### src/rtl/seg7_pkg.sv
// seg7_pkg: display codes, segment patterns and the code-to-segment table
// shared by the game FSM and the scan driver.
package seg7_pkg;
   localparam logic [4:0] CODE_BLANK = 5'd16;
   localparam logic [4:0] CODE_DASH  = 5'd17;
   localparam logic [4:0] CODE_P     = 5'd18;
   localparam logic [4:0] CODE_L     = 5'd19;
   localparam logic [4:0] CODE_U     = 5'd20;
   localparam logic [4:0] CODE_N     = 5'd21;
   localparam logic [4:0] CODE_O     = 5'd22;
   localparam logic [4:0] CODE_R     = 5'd23;
   localparam logic [4:0] CODE_H     = 5'd24;
   localparam logic [4:0] CODE_E     = 5'd25;

   localparam logic [6:0] SEG_BLANK = 7'h7F;

   typedef struct packed {
      logic [3:0][4:0] msg;
      logic [3:0]      stop;
      logic            fin;
   } frame_t;

   localparam frame_t FRAME_RESET = '{msg: {4{CODE_BLANK}}, stop: 4'h0, fin: 1'b0};

   // Patterns are {g,f,e,d,c,b,a}, active-low.
   function automatic logic [6:0] seg7_of(input logic [4:0] code);
      case (code)
         5'd0:       return 7'h40;
         5'd1:       return 7'h79;
         5'd2:       return 7'h24;
         5'd3:       return 7'h30;
         5'd4:       return 7'h19;
         5'd5:       return 7'h12;
         5'd6:       return 7'h02;
         5'd7:       return 7'h78;
         5'd8:       return 7'h00;
         5'd9:       return 7'h10;
         5'd10:      return 7'h08;
         5'd11:      return 7'h03;
         5'd12:      return 7'h46;
         5'd13:      return 7'h21;
         5'd14:      return 7'h06;
         5'd15:      return 7'h0E;
         CODE_DASH:  return 7'h3F;
         CODE_P:     return 7'h0C;
         CODE_L:     return 7'h47;
         CODE_U:     return 7'h41;
         CODE_N:     return 7'h2B;
         CODE_O:     return 7'h23;
         CODE_R:     return 7'h2F;
         CODE_H:     return 7'h09;
         CODE_E:     return 7'h06;
         default:    return SEG_BLANK;
      endcase
   endfunction
endpackage

### src/rtl/seg7_decode.sv
// seg7_decode: combinational 5-bit display code to active-low segment pattern.
module seg7_decode
   import seg7_pkg::*;
(
   input  logic [4:0] i_code,
   output logic [6:0] o_seg
);
   assign o_seg = seg7_of(i_code);
endmodule

### src/rtl/seg7_scan_driver.sv
// seg7_scan_driver: frame-latched 4-digit common-anode scanner with ghost
// blanking, stop-digit decimal points and game-over blinking.
module seg7_scan_driver
   import seg7_pkg::*;
#(
   parameter int SCAN_DIV     = 50000,
   parameter int BLINK_FRAMES = 64
) (
   input  logic       clk,
   input  logic       reset,
   input  logic [4:0] message0,
   input  logic [4:0] message1,
   input  logic [4:0] message2,
   input  logic [4:0] message3,
   input  logic [3:0] stop_flag,
   input  logic       end_flag,
   output logic [6:0] seg,
   output logic       dp,
   output logic [3:0] an
);
   localparam int CW = $clog2(SCAN_DIV);
   localparam int FW = BLINK_FRAMES > 1 ? $clog2(BLINK_FRAMES) : 1;
   localparam logic [CW-1:0] CNT_LAST = CW'(SCAN_DIV - 1);
   localparam logic [FW-1:0] FRM_LAST = FW'(BLINK_FRAMES - 1);

   logic [CW-1:0] r_cnt;
   logic [1:0]    r_idx;
   logic [FW-1:0] r_frm;
   logic          r_phase;
   frame_t        r_shadow;
   frame_t        w_frame;
   logic          w_slot_end;
   logic          w_latch;
   logic          w_blink_run;
   logic          w_dark;
   logic [6:0]    w_seg;

   assign w_frame     = {message3, message2, message1, message0, stop_flag, end_flag};
   assign w_slot_end  = r_cnt == CNT_LAST;
   assign w_latch     = r_cnt == '0 && r_idx == 2'd0;
   // Blinking only counts once game-over was already latched last frame, so it always starts lit.
   assign w_blink_run = end_flag && r_shadow.fin;
   assign w_dark      = r_cnt == '0 || (r_shadow.fin && !r_phase);

   seg7_decode u_dec (
      .i_code (r_shadow.msg[r_idx]),
      .o_seg  (w_seg)
   );

   always_ff @(posedge clk or negedge reset)
      if (!reset) begin
         r_cnt    <= '0;
         r_idx    <= '0;
         r_frm    <= '0;
         r_phase  <= 1'b1;
         r_shadow <= FRAME_RESET;
         seg      <= SEG_BLANK;
         dp       <= 1'b1;
         an       <= 4'hF;
      end else begin
         r_cnt <= w_slot_end ? '0 : r_cnt + 1'b1;
         if (w_slot_end)
            r_idx <= r_idx + 1'b1;
         if (w_latch) begin
            r_shadow <= w_frame;
            r_frm    <= w_blink_run && r_frm != FRM_LAST ? r_frm + 1'b1 : '0;
            r_phase  <= !w_blink_run || (r_frm == FRM_LAST ? !r_phase : r_phase);
         end
         seg <= w_seg;
         dp  <= ~r_shadow.stop[r_idx];
         an  <= w_dark ? 4'hF : ~(4'b0001 << r_idx);
      end
endmodule

### config.mk
export PLATFORM = sky130hd
export DESIGN_NAME = seg7_scan_driver
export DESIGN_NICKNAME = d
export VERILOG_FILES = /design/src/rtl/seg7_pkg.sv /design/src/rtl/seg7_decode.sv /design/src/rtl/seg7_scan_driver.sv
export SDC_FILE = /design/constraint.sdc
export NUM_CORES = 1
export LEC_CHECK = 0
export CAP_MARGIN = 20
export CORE_MARGIN = 5
export CORE_UTILIZATION = 35
export CTS_CLUSTER_DIAMETER = 80
export DETAILED_ROUTE_END_ITERATION = 12
export MAX_ROUTING_LAYER = met4
export PLACE_DENSITY = 0.63
export SLEW_MARGIN = 0
export SYNTH_ARGS = -nofsm -noshare
export SYNTH_HDL_FRONTEND = slang
export SYNTH_HIERARCHICAL = 1
export SYNTH_SLANG_ARGS = --single-unit
### constraint.sdc
create_clock -name clk -period 5 [get_ports clk]
set_input_delay 0.5 -clock clk [delete_from_list [all_inputs] [get_ports clk]]
set_output_delay 0.5 -clock clk [all_outputs]
set_load 0.02 [all_outputs]
==> results.md, run 1 <==
* Post-route setup TNS at 0 ns
* Worst slew margin at 33.6%
* Req. time, crit path at 5.27 ns
* Reg2reg path depth at 6
* Synth Instances at 269
* Synth cell types at 51
* Register-to-register setup slack at 2.33 ns
* Seq cells post-synth at between 60 and 70
* Initial antenna violation count at 0
* CTS resizes at 0
* Pin count of the biggest net entering global routing at 63
* Num rows at 35
* Hold Crit Class: primary input to async pin
* Final worst slack at 2.33 ns
* Area delta synth->final at 19.8%
* Initial drt markers at 61
* DR DRC count at 0
* Mean Syn Cell Area at 12.3 sq um
* Post-route ant nets at 0
* Gr usage total at 12.5%
* Max-cap violations at 0
* Period minus WS final at 2.67 ns
* Final nets at 350
* Worst Clk Skew at 0.0101 ns
* Worst Setup SP: r_idx[0]
* RSZ-0062 raised after global routing: no
* Final hold viol count at 0
* Post-DP Area at between 0.003 and 0.004 sq mm
* I/O pins at 39
* Maximum clock path buffer count at 2
* Max Freq at 0.374 GHz
* Fin area at 0.00398 sq mm
* H-tree depth at 3
* Vias at between 2,000 and 2,500
* Die H at 107 microns
* Pre-CTS setup slack at 2.34 ns
* Part of the cycle the worst path needs at between 50% and 60%
* CP Capture Type: flop
* Final core occ at 43.0%
* Clk root buf: clkbuf_8
* Ys async rst share at 100%
* CP max FO at 32
* DRT Pass-1 Iters at 4
* Peak VDD IR at between 90 and 100 uV
* Grt ovf at 0
* YS warnings at 6
* Mapped Nets at 311
* Crit path capture: r_frm[4]
* Dpl hpwl at 4600 microns
* First-pass GRT wire length at between 10,000 and 15,000 microns
* Drt total wl at 6630 microns
* Clk slew on worst S/H paths at 0.08 ns
* Share of cells above drive strength 1 at between 20% and 30%
* Initial Utilization at 35.9%
* Final Power at 1.11 mW
* Worst-margin pin slew at 0.988 ns
* P_leak at 1.74 nW
* P per Cell Area at 280 mW/mm^2
* Status: finished, final reports clean
* WS Path Type: flop to flop
* Clock buffer count from CTS at 9
* # fillers at about 860
* Seq/Total Area, Yosys at 47.4%
* CTS Hold Buffers Added at 0
* Mapped cell area at 0.00332 sq mm
* Sink Count at 62
* Die Span X at 107 microns
* Vias in the first global route at 2,207
* Setup violations, final at 0
* Die area at 0.0115 sq mm
* Vias per cell at 4.85
* # port buffers at 38
* Detailed-route wire length per cell at 15.0 microns
* Buffer count from post-CTS setup fixing at 0
* Post-synth EDFFs at 0
* Reg-to-Reg Start: r_idx[0]
* Reg2reg end: r_frm[4]
* Clk_lat worst skew at 0.33 ns
* Main synth FF type: dfrtp_1
* CTS tree: done
* Crit start category: flop
* N_diodes at 0
* Final Max Slew Viols at 0
* Routability cong. at 0.749
* Core footprint at between 0.009 and 0.01 sq mm
* Worst EP arrival at 2.94 ns
stage by stage:
| stage | cells | hold slack, ns |
|---|---|---|
| 2_1_floorplan | 269 | 0.204 |
| 3_3_place_gp | 426 | 0.474 |
| 3_5_place_dp | 426 | 0.476 |
| 4_1_cts | 442 | 0.342 |
| 5_1_grt | 442 | 0.391 |
| 6_report | 442 | 0.320 |
cells in the mapped netlist, types with 5 or more instances:
| cell type | n | area [sq um] |
|---|---|---|
| nand2_1 | 18 | 67.6 |
| ha_1 | 15 | 188 |
| nand2b_1 | 6 | 37.5 |
| a21oi_1 | 9 | 45.0 |
| inv_1 | 11 | 41.3 |
| mux4_2 | 7 | 158 |
| mux2_4 | 26 | 390 |
| nor2_1 | 13 | 48.8 |
| xor2_1 | 7 | 61.3 |
| nand4_1 | 5 | 31.3 |
| nand3_1 | 8 | 40.0 |
| dfrtp_1 | 45 | 1130 |
| o21ai_0 | 7 | 35.0 |
| nor2b_1 | 6 | 37.5 |
| xnor2_1 | 6 | 52.6 |
| dfstp_2 | 17 | 447 |
| nor4_1 | 6 | 37.5 |
cells in the final DEF (no fill, tap or decap), drive strengths merged, types with 8 or more instances in the layout:
cell	instances
dfrtp	45
clkdlybuf4s50	37
mux2	28
nand2	18
dfstp	17
ha	15
nor2	13
clkbuf	13
inv	11
a21oi	9
nand3	8
o21ai	8
cells by family (layout without fill, tap and decap cells):
family / after synthesis / count (layout) / share of synthesized area [%]
multiplexers: 37 / 37 / 17.8
adder cells (fa/ha/maj): 15 / 15 / 5.66
XOR/XNOR: 13 / 13 / 3.43
buffers and inverters: 23 / 67 / 4.41
flip-flops: 62 / 62 / 47.4
AO/OA/AOI/OAI: 38 / 38 / 8.18
AND/OR/NAND/NOR: 81 / 81 / 13.1
worst max-delay path: stages (launching register included):
cell,delay [ns]
dfrtp_1,0.56
inv_1,0.20
ha_1,0.23
or4b_1,0.44
or4_4,0.71
nor4_1,0.34
a211o_1,0.13
layout make-up:
| cell class | instances | area, sq um | area share, % |
|---|---|---|---|
| multi-input combinational | 184 | 1600 | 40.2 |
| sequential | 62 | 1570 | 39.6 |
| timing repair buffer | 40 | 390 | 9.82 |
| clock buffer | 13 | 169 | 4.25 |
| tap | 129 | 161 | 4.06 |
| clock inverter | 3 | 42.5 | 1.07 |
| inverter | 11 | 41.3 | 1.04 |
registers in the layout (all words and copies together), names as in the netlist:
name / count
r_shadow: 25
r_cnt: 16
r_idx: 2
dp: 1
an: 4
r_frm: 6
seg: 7
r_phase: 1
where the power goes:
part	leakage, nW	switching [mW]	internal [mW]	total (mW)
Clock	0.106	0.196	0.271	0.467
Sequential	0.743	0.00794	0.525	0.533
Combinational	0.888	0.0509	0.0616	0.113
Total	1.74	0.255	0.857	1.11
per-layer routing:
layer  wire (microns)  GRT usage (%)
met1             3020           15.8
met4               55           5.41
met2             3360           19.7
met3              194           2.46
met5                0              -
worst min-delay path by stage:
stage	from	end	slack (ns)	depth (start not counted)
floorplan	reset	r_cnt[0]	0.20	0
global placement	r_cnt[0]	r_cnt[0]	0.47	1
detailed placement	r_cnt[0]	r_cnt[0]	0.48	1
CTS	reset	r_shadow[7]	0.34	2
global route	reset	r_shadow[7]	0.39	2
finish	reset	r_shadow[7]	0.32	2
Note: power is estimated with default switching activity, not from simulation.
==> run 2, diff against run 1 <==
==> constraint.sdc (replaced) <==
create_clock -name clk -period 2.5 [get_ports clk]
set_input_delay 0.25 -clock clk [delete_from_list [all_inputs] [get_ports clk]]
set_output_delay 0.25 -clock clk [all_outputs]
set_load 0.02 [all_outputs]
==> results.md, run 2 (synthesis gave the netlist of run 1 again) <==
* Peak VDD IR at 266 uV (was 91.1 uV)
* Clk root buf: clkbuf_8 (unchanged)
* Maximum clock path buffer count at 2 (unchanged)
* Drt total wl at 6570 microns (was 6630 microns)
* N_diodes at 0 (unchanged)
* Leading registers by flop count: r_shadow: 25 flops, r_cnt: 16 flops, seg: 7 flops (unchanged)
* Req. time, crit path at 2.72 ns (was 5.27 ns)
* Vias at 2,195 (was 2,145)
* Die H at 107 microns (unchanged)
* Initial antenna violation count at 0 (unchanged)
* Clock buffer count from CTS at 9 (unchanged)
* Die Span X at 107 microns (unchanged)
* I/O pins at 39 (unchanged)
* P per Cell Area at 531 mW/mm^2 (was 280 mW/mm^2)
* Pin count of the biggest net entering global routing at 34 (was 63)
* Max Freq at 0.422 GHz (was 0.374 GHz)
* Final nets at 362 (was 350)
* Worst EP arrival at 2.59 ns (was 2.94 ns)
* CP max FO at 20 (was 32)
* Commonest non-fill, non-tap cell in the layout: dfrtp_1 (unchanged)
* Detailed-route wire length per cell at 14.5 microns (was 15.0 microns)
* Area taken by multi-input logic gates at 0.00160 sq mm (unchanged)
* Clk_lat worst skew at 0.34 ns (was 0.33 ns)
* Period minus WS final at 2.37 ns (was 2.67 ns)
* Initial Utilization at 35.9% (unchanged)
* Initial drt markers at 78 (was 61)
* Worst Hold Launch: r_cnt[0]
* CP top delay family: simple AND/OR/NAND/NOR gates (unchanged)
* Final Max Slew Viols at 0 (unchanged)
* Part of the cycle the worst path needs at 94.7% (was 53.4%)
* Reg-to-Reg Start: r_idx[0] (unchanged)
* Biggest register: r_shadow (unchanged)
* DRT Pass-1 Iters at 4 (unchanged)
* Status: finished, final reports clean (unchanged)
* First-pass GRT wire length at 11,200 microns (was 11,000 microns)
* CP Capture Type: flop (unchanged)
* Pre-CTS setup slack at 0.156 ns (was 2.34 ns)
* Die area at 0.0115 sq mm (unchanged)
* Worst-margin pin slew at 0.700 ns (was 0.988 ns)
* Worst Clk Skew at 0.00677 ns (was 0.0101 ns)
* Hold Crit Class: flop to flop (was primary input to async pin)
* # port buffers at 38 (unchanged)
* CTS tree: done (unchanged)
* Worst Hold End: r_cnt[0]
* Setup violations, final at 0 (unchanged)
* P_leak at 1.81 nW (was 1.74 nW)
* Crit start category: flop (unchanged)
* Buf/Inv on CP at 2 (was 1)
* Gr usage total at 12.8% (was 12.5%)
* Reg2reg path depth at 6 (unchanged)
* H-tree depth at 3 (unchanged)
* Vias per cell at 4.83 (was 4.85)
* Post-route ant nets at 0 (unchanged)
* Area delta synth->final at 23.2% (was 19.8%)
* Hold depth at 1
* Grt ovf at 0 (unchanged)
* Max-cap violations at 0 (unchanged)
* Core footprint at 0.00924 sq mm (unchanged)
* Critical Path, Cell by Cell: inv_1 -> ha_1 -> or4b_1 -> or4_4 -> buf_12 -> mux2_4 (was inv_1 -> ha_1 -> or4b_1 -> or4_4 -> nor4_1 -> a211o_1)
* Largest register FFs at 25 (unchanged)
* Final worst slack at 0.132 ns (was 2.33 ns)
* DR DRC count at 0 (unchanged)
* Dpl hpwl at 4790 microns (was 4600 microns)
* Vias in the first global route at 2,328 (was 2,207)
* Final hold viol count at 0 (unchanged)
* Routability cong. at 0.802 (was 0.749)
* Max stage delay on crit path at 0.53 ns (was 0.71 ns)
* FF+latch area at 0.00157 sq mm (unchanged)
* Register-to-register setup slack at 0.13 ns (was 2.33 ns)
* Clk slew on worst S/H paths at 0.07 ns (was 0.08 ns)
* RSZ-0062 raised after global routing: no (unchanged)
* Sink Count at 62 (unchanged)
* Post-route setup TNS at 0 ns (unchanged)
* CTS resizes at 0 (unchanged)
* Reg2reg end: r_shadow[12] (was r_frm[4])
* Slowest-stage cell, CP: or4_4 (unchanged)
* WS Path Type: flop to flop (unchanged)
* Share of cells above drive strength 1 at 26.8% (was 24.0%)
* Worst slew margin at 53.3% (was 33.6%)
* # fillers at 876 (was 864)
* Most frequent cells in the layout: 45 x dfrtp_1, 37 x clkdlybuf4s50_1, 26 x mux2_4 (unchanged)
* Num rows at 35 (unchanged)
==> run 2: cell count changes in the layout (fill, tap and decap cells not counted), sizes merged <==
cell | previous run | this run
buf | 3 | 14
dlygate4sd3 | 0 | 1
bufinv | 1 | 0
clkbuf | 13 | 14
==> run 2: worst max-delay path by stage <==
stage                         from           end  slack (ns)  cells after the start
after floorplan           r_idx[0]   r_shadow[0]        0.01                      8
after global placement    r_idx[0]  r_shadow[13]        0.19                      6
after detailed placement  r_idx[0]   r_shadow[6]        0.16                      6
after CTS                 r_idx[0]  r_shadow[12]        0.13                      6
after global routing      r_idx[0]  r_shadow[12]        0.06                      6
final                     r_idx[0]  r_shadow[12]        0.13                      6
==> run 2: power by group <==
| part | internal [mW] | switching (mW) |
|---|---|---|
| Sequential | 1.05 | 0.0155 |
| Combinational | 0.126 | 0.101 |
| Clock | 0.494 | 0.386 |
| Total | 1.67 | 0.502 |
==> run 2: metal layers <==
layer	GRT usage, %	routed length, microns	up-vias
li1	-	-	1075
met1	15.4	2950	1077
met2	20.7	3330	41
met3	4.08	266	2
met4	3.52	31	0
met5	-	0	-
==> run 2: through the flow <==
stage	hold slack (ns)	util [%]	cell area, sq um	instances	power, mW
2_1_floorplan	-0.0456	-	3320	269	1.20
3_3_place_gp	0.335	41.9	3870	437	1.31
3_5_place_dp	0.339	41.9	3870	437	1.31
4_1_cts	0.495	44.2	4090	454	2.21
5_1_grt	0.509	44.2	4090	454	2.27
6_report	0.494	44.2	4090	454	2.17
==> run 2: layout make-up <==
type	instances	share of cell area, %
Clock buffer	14	4.71
Clock inverter	2	0.306
Sequential cell	62	38.5
Multi-Input combinational cell	184	39.1
Tap cell	129	3.95
Inverter	11	1.01
Timing Repair Buffer	52	12.4
==> run 2: repair_timing <==
item                                   CTS  global route
endpoints found under the hold margin   15             0
hold buffers                             1             0
buffers inserted                         0             0
==> run 2: worst reg2reg max path, stage by stage (launching register included) <==
cell and delay, ns:
dfrtp_1 0.42, inv_1 0.13, ha_1 0.19, or4b_1 0.45, or4_4 0.53, buf_12 0.21, mux2_4 0.32
==> run 3, diff against run 2 <==
--- a/config.mk
+++ b/config.mk
@@ -10,8 +10,9 @@
 export CORE_UTILIZATION = 35
 export CTS_CLUSTER_DIAMETER = 80
 export DETAILED_ROUTE_END_ITERATION = 12
+export HOLD_SLACK_MARGIN = 0.12
 export MAX_ROUTING_LAYER = met4
-export PLACE_DENSITY = 0.63
+export PLACE_DENSITY = 0.59
 export SLEW_MARGIN = 0
 export SYNTH_ARGS = -nofsm -noshare
 export SYNTH_HDL_FRONTEND = slang
==> results.md, run 3 (synthesis gave the netlist of run 1 again) <==
* Status: finished, final reports clean (unchanged)
* DR DRC count at 0 (unchanged)
* Slowest-stage cell, CP: or4_4 (unchanged)
* Final worst slack at 0.132 ns (about the same)
* Clk_lat worst skew at 0.34 ns (about the same)
* P_leak at 1.78 nW (was 1.81 nW)
* Req. time, crit path at 2.71 ns (was 2.72 ns)
* Grt ovf at 0 (unchanged)
* Vias at 2,204 (was 2,195)
* N_diodes at 0 (unchanged)
* Setup violations, final at 0 (unchanged)
* Buffer count from post-CTS setup fixing at 0 (unchanged)
* Area taken by multi-input logic gates at 0.00160 sq mm (about the same)
* Die H at 107 microns (unchanged)
* Max-cap violations at 0 (unchanged)
* Post-route setup TNS at 0 ns (unchanged)
* Area delta synth->final at 21.8% (was 23.2%)
* # fillers at 862 (was 876)
* Crit start category: flop (unchanged)
* CP max FO at 19 (was 20)
* Final hold viol count at 0 (unchanged)
* DRT Pass-1 Iters at 4 (unchanged)
* CP Capture Type: flop (unchanged)
* Sink Count at 62 (unchanged)
* Worst-margin pin slew at 0.629 ns (was 0.700 ns)
* Worst EP arrival at 2.58 ns (was 2.59 ns)
* Post-route ant nets at 0 (unchanged)
* Maximum clock path buffer count at 2 (unchanged)
* Worst Clk Skew at 0.0149 ns (was 0.00677 ns)
* Max stage delay on crit path at 0.52 ns (was 0.53 ns)
* Drt total wl at 6710 microns (was 6570 microns)
* Hold Crit Class: primary input to async pin (was flop to flop)
* Clk slew on worst S/H paths at 0.07 ns (about the same)
* Clock buffer count from CTS at 9 (unchanged)
* P per Cell Area at 507 mW/mm^2 (was 531 mW/mm^2)
* Share of cells above drive strength 1 at 25.6% (was 26.8%)
* Buf/Inv on CP at 2 (unchanged)
* RSZ-0062 raised after global routing: no (unchanged)
* Gr usage total at 13.1% (was 12.8%)
* Critical Path, Cell by Cell: inv_1 -> ha_1 -> or4b_1 -> or4_4 -> buf_12 -> mux2_4 (unchanged)
* Initial drt markers at 143 (was 78)
* Initial Utilization at 35.9% (unchanged)
* First-pass GRT wire length at 11,400 microns (was 11,200 microns)
* Initial antenna violation count at 0 (unchanged)
* CP top delay family: simple AND/OR/NAND/NOR gates (unchanged)
* Die Span X at 107 microns (unchanged)
* Vias in the first global route at 2,297 (was 2,328)
* Clk root buf: clkbuf_8 (unchanged)
* I/O pins at 39 (unchanged)
* Leading registers by flop count: r_shadow: 25 flops, r_cnt: 16 flops, seg: 7 flops (unchanged)
* Vias per cell at 4.87 (was 4.83)
* Peak VDD IR at 333 uV (was 266 uV)
* Largest register FFs at 25 (unchanged)
* Die area at 0.0115 sq mm (unchanged)
* Part of the cycle the worst path needs at 94.7% (about the same)
* Final Max Slew Viols at 0 (unchanged)
* H-tree depth at 3 (unchanged)
* Commonest non-fill, non-tap cell in the layout: dfrtp_1 (unchanged)
* # port buffers at 38 (unchanged)
* Max Freq at 0.422 GHz (about the same)
* Fin Hold WS at 0.474 ns (was 0.494 ns)
* Detailed-route wire length per cell at 14.8 microns (was 14.5 microns)
* WS Path Type: flop to flop (unchanged)
* FF+latch area at 0.00157 sq mm (unchanged)
* Dpl hpwl at 4860 microns (was 4790 microns)
* Final nets at 361 (was 362)
* Pin count of the biggest net entering global routing at 37 (was 34)
* Period minus WS final at 2.37 ns (about the same)
* Pre-CTS setup slack at 0.146 ns (was 0.156 ns)
* Biggest register: r_shadow (unchanged)
* Num rows at 35 (unchanged)
* Most frequent cells in the layout: 45 x dfrtp_1, 37 x clkdlybuf4s50_1, 26 x mux2_4 (unchanged)
* Core footprint at 0.00924 sq mm (unchanged)
* CTS tree: done (unchanged)
* Routability cong. at 0.831 (was 0.802)
* Worst slew margin at 58.1% (was 53.3%)
-- run 3: cell count changes in the layout (fill, tap and decap cells not counted) --
cell and change:
clkbuf_1 +4, clkinvlp_4 -1, clkbuf_8 -4, buf_4 -1, clkinv_2 +1, nor2_2 +1
nor2_1 -1
-- run 3: area by class of cell --
class                           instances  area share, %
Multi-Input combinational cell        184           39.6
Timing Repair Buffer                   51           12.4
Inverter                               11           1.02
Tap cell                              129           4.00
Clock inverter                          2          0.248
Clock buffer                           14           3.78
Sequential cell                        62           38.9
-- run 3: timing repair --
| action | CTS | global route |
|---|---|---|
| endpoints found under the hold margin | 18 | 0 |
| hold buffers | 1 | 0 |
| gates resized for setup | 0 | 1 |
| setup endpoints to repair | 0 | 1 |
-- run 3: through the flow --
| step | power, mW | cells | area, sq um | utilization [%] |
|---|---|---|---|---|
| 6_report | 2.05 | 453 | 4040 | 43.7 |
| 5_1_grt | 2.17 | 453 | 4040 | 43.7 |
| 4_1_cts | 2.09 | 453 | 4040 | 43.7 |
| 3_5_place_dp | 1.31 | 436 | 3860 | 41.8 |
| 3_3_place_gp | 1.31 | 436 | 3860 | 41.8 |
| 2_1_floorplan | 1.20 | 269 | 3320 | - |
-- run 3: per-layer routing --
layer	vias to the layer above	wire length (microns)	GRT usage [%]
li1	1080	-	-
met1	1069	3190	16.7
met2	46	3140	19.3
met3	9	285	5.10
met4	0	93	3.97
met5	-	0	-
-- run 3: worst reg2reg max path, cell delays in order, from the launching register on --
cell     delay [ns]
dfrtp_1        0.44
inv_1          0.14
ha_1           0.20
or4b_1         0.43
or4_4          0.52
buf_12         0.21
mux2_4         0.31
-- run 3: report_power, final --
| part | switching [mW] | total (mW) | internal [mW] |
|---|---|---|---|
| Clock | 0.367 | 0.752 | 0.385 |
| Combinational | 0.103 | 0.229 | 0.126 |
| Sequential | 0.0159 | 1.07 | 1.05 |
| Total | 0.485 | 2.05 | 1.56 |
-- run 3: path summary, 6_finish.rpt --
| check | startpoint | endpoint | slack, ns | cells after the start |
|---|---|---|---|---|
| worst max-delay path | r_idx[0] | r_shadow[23] | 0.13 | 6 |
| min in group clk | r_cnt[0] | r_cnt[0] | 0.49 | 1 |
| worst max register to register | r_idx[0] | r_shadow[23] | 0.13 | 6 |
| worst min register to register | r_cnt[0] | r_cnt[0] | 0.49 | 1 |
| max in group asynchronous | reset | an[1] | 1.34 | 3 |
| worst min-delay path | reset | r_shadow[7] | 0.47 | 2 |
